[src/rtl/fibgen_seq_ctrl.sv]
// Run controller for the Fibonacci generator datapath: clears the generator, steps
// it one term per cycle, and reports the last term, its index and overflow status.
//
// state | meaning
// IDLE  | waiting for start; outputs hold the last run's result
// CLEAR | one cycle, generator cleared so F0 appears next cycle
// RUN   | one term per cycle, watching for overflow or the last term
// DONE  | one-cycle completion pulse
module fibgen_seq_ctrl #(
    parameter int WIDTH = 8,
    parameter int CNT_W = 8,
    parameter int LIMIT = 128
) (
    input  logic             clock_i,
    input  logic             reset_i,
    input  logic             start_i,
    input  logic [CNT_W-1:0] num_terms_i,
    input  logic             abort_i,
    input  logic [WIDTH-1:0] fib_value_i,
    output logic             fib_clr_o,
    output logic             fib_en_o,
    output logic             busy_o,
    output logic             done_o,
    output logic             ovf_o,
    output logic [WIDTH-1:0] result_o,
    output logic [CNT_W-1:0] term_idx_o
);

    typedef enum logic [1:0] {
        S_IDLE  = 2'd0,
        S_CLEAR = 2'd1,
        S_RUN   = 2'd2,
        S_DONE  = 2'd3
    } state_t;

    localparam logic [WIDTH-1:0] LIMIT_V = WIDTH'(LIMIT);

    state_t           state_q, state_d;
    logic [CNT_W-1:0] n_q, n_d;
    logic [CNT_W-1:0] idx_q, idx_d;
    logic [WIDTH-1:0] result_q, result_d;
    logic             ovf_q, ovf_d;

    logic over_limit;
    logic last_term;

    assign over_limit = (fib_value_i > LIMIT_V);
    assign last_term  = (idx_q == (n_q - CNT_W'(1)));

    always_comb begin
        state_d   = state_q;
        n_d       = n_q;
        idx_d     = idx_q;
        result_d  = result_q;
        ovf_d     = ovf_q;
        fib_clr_o = 1'b0;
        fib_en_o  = 1'b0;
        busy_o    = 1'b0;
        done_o    = 1'b0;

        case (state_q)
            S_IDLE: begin
                if (start_i) begin
                    result_d = '0;
                    ovf_d    = 1'b0;
                    if (num_terms_i != '0) begin
                        n_d     = num_terms_i;
                        idx_d   = '0;
                        state_d = S_CLEAR;
                    end else begin
                        state_d = S_DONE;
                    end
                end
            end
            S_CLEAR: begin
                busy_o    = 1'b1;
                // Gated by reset so the generator sees no command during a reset cycle.
                fib_clr_o = ~reset_i;
                idx_d     = '0;
                state_d   = abort_i ? S_IDLE : S_RUN;
            end
            S_RUN: begin
                busy_o = 1'b1;
                if (abort_i) begin
                    state_d = S_IDLE;
                end else if (over_limit) begin
                    ovf_d    = 1'b1;
                    result_d = fib_value_i;
                    state_d  = S_DONE;
                end else if (last_term) begin
                    result_d = fib_value_i;
                    state_d  = S_DONE;
                end else begin
                    fib_en_o = ~reset_i;
                    idx_d    = idx_q + CNT_W'(1);
                end
            end
            S_DONE: begin
                done_o  = 1'b1;
                state_d = S_IDLE;
            end
            default: state_d = S_IDLE;
        endcase
    end

    always_ff @(posedge clock_i) begin
        if (reset_i) begin
            state_q  <= S_IDLE;
            n_q      <= '0;
            idx_q    <= '0;
            result_q <= '0;
            ovf_q    <= 1'b0;
        end else begin
            state_q  <= state_d;
            n_q      <= n_d;
            idx_q    <= idx_d;
            result_q <= result_d;
            ovf_q    <= ovf_d;
        end
    end

    assign ovf_o      = ovf_q;
    assign result_o   = result_q;
    assign term_idx_o = idx_q;

endmodule

[config.mk]
export PLATFORM = sky130hd
export DESIGN_NAME = fibgen_seq_ctrl
export DESIGN_NICKNAME = d
export VERILOG_FILES = /design/src/rtl/fibgen_seq_ctrl.sv
export SDC_FILE = /design/constraint.sdc
export NUM_CORES = 1
export LEC_CHECK = 0
export ABC_AREA = 1
export BUFFER_PORTS_ARGS = -buffer_cell sky130_fd_sc_hd__clkbuf_2
export CORE_ASPECT_RATIO = 2
export CORE_MARGIN = 4
export CORE_UTILIZATION = 48
export DETAILED_ROUTE_END_ITERATION = 10
export GPL_TIMING_DRIVEN = 0
export MAX_ROUTING_LAYER = met4
export PLACE_DENSITY_LB_ADDON = 0.05
export SLEW_MARGIN = 0
export SYNTH_ARGS = -nofsm -noshare
export SYNTH_HDL_FRONTEND = slang
export SYNTH_SLANG_ARGS = --single-unit
[constraint.sdc]
create_clock -name clock_i -period 1.66 [get_ports clock_i]
set_input_delay 0.083 -clock clock_i [delete_from_list [all_inputs] [get_ports clock_i]]
set_output_delay 0.083 -clock clock_i [all_outputs]
set_load 0.005 [all_outputs]
==> impl_metrics.json <==
{
  "hold_viol_final": 0,
  "portBuffers": 39,
  "gp_congestion": 0.864,
  "synth_area_um2": 1680,
  "status": "finished with violations",
  "reg2reg_from": "n_q[0]",
  "die_area_um2": 4570,
  "instances_no_fill": 341,
  "fill_cells": 347,
  "fin_nets": 337,
  "drt-initial-drc-count": 15,
  "slew_viol_final": 0,
  "crit_fanout": 2,
  "diodes": 0,
  "hold_start": "fib_value_i[3]",
  "netlist_instances": 254,
  "hpwl_um": 3490,
  "ir_drop_mv": 0.774,
  "wirelength_um": 4580,
  "synth_nets": 281,
  "final.period_utilization": 1.19,
  "viasPerCell": 5.47,
  "whs_endpoint": "result_o[3]",
  "clk_latency_ps": 270,
  "holdCritPathClass": "input port to register",
  "rsz0062_at_grt": "yes",
  "antenna_found_initial": 0,
  "cts_hold_buf": 0,
  "start_kind": "register",
  "grt_pass1_vias": 1885,
  "drc_errors": 0,
  "fin_util": 0.653,
  "whs_ps": 40.4,
  "numCtsBuffers": 3,
  "cts.htree.levels": 1,
  "grt_max_degree": 16,
  "yosys_warnings": 0,
  "cap_violations": 0,
  "core_um2": 3380,
  "ys_types": 26,
  "power_density_nw_per_um2": 920,
  "synth-seq-area-share": 0.322,
  "die_h_um": 91.7,
  "gr-total-overflow": 0,
  "crit_required_ps": 1580,
  "ys_ff_latch": 27,
  "initial_core_util": 0.497,
  "critPathArrivalTime_ps": 1890,
  "layout-drive-gt1-share": 0.314,
  "max_freq_mhz": 506,
  "whs_path_depth": 3,
  "ff2ff_setup_slack_ps": -300,
  "clockBufferDepth": 2,
  "postRouteAntennaNets": 0,
  "dr.pass1.iters": 4,
  "setup_viol": 19,
  "power_mw": 2.03,
  "path_clk_slew_ps": 100,
  "violations": "negative setup slack",
  "criticalPathCategory": "register to output pin",
  "place_inst": 325,
  "p_leak_nw": 0.971,
  "vias": 1865,
  "grt_pass1_wl_um": 7940,
  "gr-usage-all-layers": 0.224,
  "syn_to_final_growth_pct": 31.3,
  "tightest_slew_ps": 517,
  "min_period_ps": 1980,
  "synth.avg_cell_area_um2": 6.62,
  "routedWlPerCell_um": 13.4,
  "setup_ws_ps": -315,
  "ctsRootBufferMaster": "clkbuf_8",
  "maxSlewHeadroom": 0.655,
  "cts.sinks": 27,
  "cts_tree": "yes",
  "cp-end-kind": "output pin",
  "r2r_end": "result_o[6]",
  "skew_ps": 6.32,
  "pin_count": 41,
  "rr_worst_depth": 15,
  "die_x_um": 49.8,
  "rows": 30
}
cell usage after synthesis:
cell / count / area share
clkbuf_1: 3 / 0.0067
a21oi_1: 28 / 0.083
ha_1: 7 / 0.052
nor2_4: 1 / 0.0067
nor3_4: 1 / 0.0097
nor4_1: 1 / 0.0037
buf_1: 1 / 0.0022
nor2_2: 3 / 0.011
inv_1: 25 / 0.056
nor3_1: 3 / 0.0089
buf_2: 1 / 0.0030
nand4_1: 6 / 0.022
xor2_1: 8 / 0.042
nor2_1: 30 / 0.067
inv_2: 3 / 0.0067
or2_0: 1 / 0.0037
nand2_2: 1 / 0.0037
nand2_4: 1 / 0.0067
nand3b_1: 1 / 0.0045
clkinv_1: 1 / 0.0022
nand2_1: 47 / 0.10
dfxtp_1: 27 / 0.32
nand3_4: 1 / 0.010
o21ai_0: 14 / 0.042
nand3_1: 38 / 0.11
nand3_2: 1 / 0.0060
kinds of logic (layout without fill, tap and decap cells):
group / count (synthesis) / in the layout / synth area share
and+or+nand+nor: 136 / 137 / 0.383
buffers and inverters: 34 / 88 / 0.0767
xor gates and xnor gates: 8 / 8 / 0.0417
adders and majority gates: 7 / 7 / 0.0521
AOI/OAI and AO/OA: 42 / 42 / 0.125
DFF: 27 / 27 / 0.322
stage by stage:
stage / worst slack, ps / cell area [um^2] / TNS [ps]
3_5_place_dp: -347 / 1960 / -5530
6_report: -315 / 2210 / -5120
2_1_floorplan: -39.7 / 1730 / -271
4_1_cts: -309 / 2120 / -5090
3_3_place_gp: -329 / 1960 / -5210
5_1_grt: -486 / 2210 / -8380
sequential cells by signal (all words and copies together) (netlist names):
name        count
ovf_o           1
n_q             8
state_q         2
result_o        8
term_idx_o      8
cell usage in the layout, fill, tap and decap left out, drive strengths merged:
| master | count |
|---|---|
| nor4 | 1 |
| nor2 | 34 |
| nand4 | 6 |
| clkinv | 2 |
| ha | 7 |
| dfxtp | 27 |
| nand3b | 1 |
| inv | 28 |
| buf | 15 |
| o21ai | 14 |
| nand3 | 41 |
| a21oi | 28 |
| or2 | 1 |
| nor3 | 4 |
| xor2 | 8 |
| nand2 | 49 |
| clkbuf | 43 |
worst max path at each step:
stage                from            end  slack (ps)  cells past startpoint
2_1_floorplan      n_q[0]  term_idx_o[1]         -40                     15
3_3_place_gp   state_q[1]  term_idx_o[1]        -330                     12
3_5_place_dp   state_q[1]  term_idx_o[0]        -350                     12
4_1_cts            n_q[0]       fib_en_o        -310                     14
5_1_grt            n_q[0]    result_o[3]        -490                     15
6_report           n_q[0]       fib_en_o        -320                     14
power by group:
part | internal, mW | switching [mW] | leakage (nW) | total, mW
clock network | 0.168 | 0.209 | 0.0255 | 0.378
logic | 0.322 | 0.550 | 0.724 | 0.872
registers | 0.714 | 0.0657 | 0.222 | 0.780
total | 1.20 | 0.825 | 0.971 | 2.03
worst max-delay path, stage by stage, from the launching register on:
cell and delay, ps:
dfxtp_4 390, inv_6 40, ha_4 260, inv_2 30
nand2_2 40, nand2_1 40, nor2_1 90, nand3_1 70
nor2_1 100, nand2_1 90, nor2_4 130, nand2_4 80
nand3_4 70, nor2_2 30, buf_2 140
area by class of cell:
cell class | instances | area [um^2] | share of cell area
multi-input cells | 194 | 1140 | 0.518
flip-flops and latches | 27 | 548 | 0.248
repair buffers | 50 | 293 | 0.133
inverters | 29 | 114 | 0.0516
clock buffers | 3 | 41.3 | 0.0187
well taps | 32 | 40.0 | 0.0182
plain buffers | 5 | 21.3 | 0.00964
clock inverters | 1 | 5.00 | 0.00227
per-layer routing:
layer,global-route usage,routed length [um],vias up
li1,-,-,954
met3,0.0244,125,12
met1,0.209,1630,857
met2,0.430,2660,42
met4,0.111,162,0
met5,-,0,-
timing repair:
item / CTS / global route
pin swaps: 8 / 8
endpoints found under the setup margin: 21 / 23
buffers inserted: 10 / 1
gates cloned: 1 / 0
gates resized for setup: 8 / 24
Note: power is estimated with default switching activity, not from simulation.
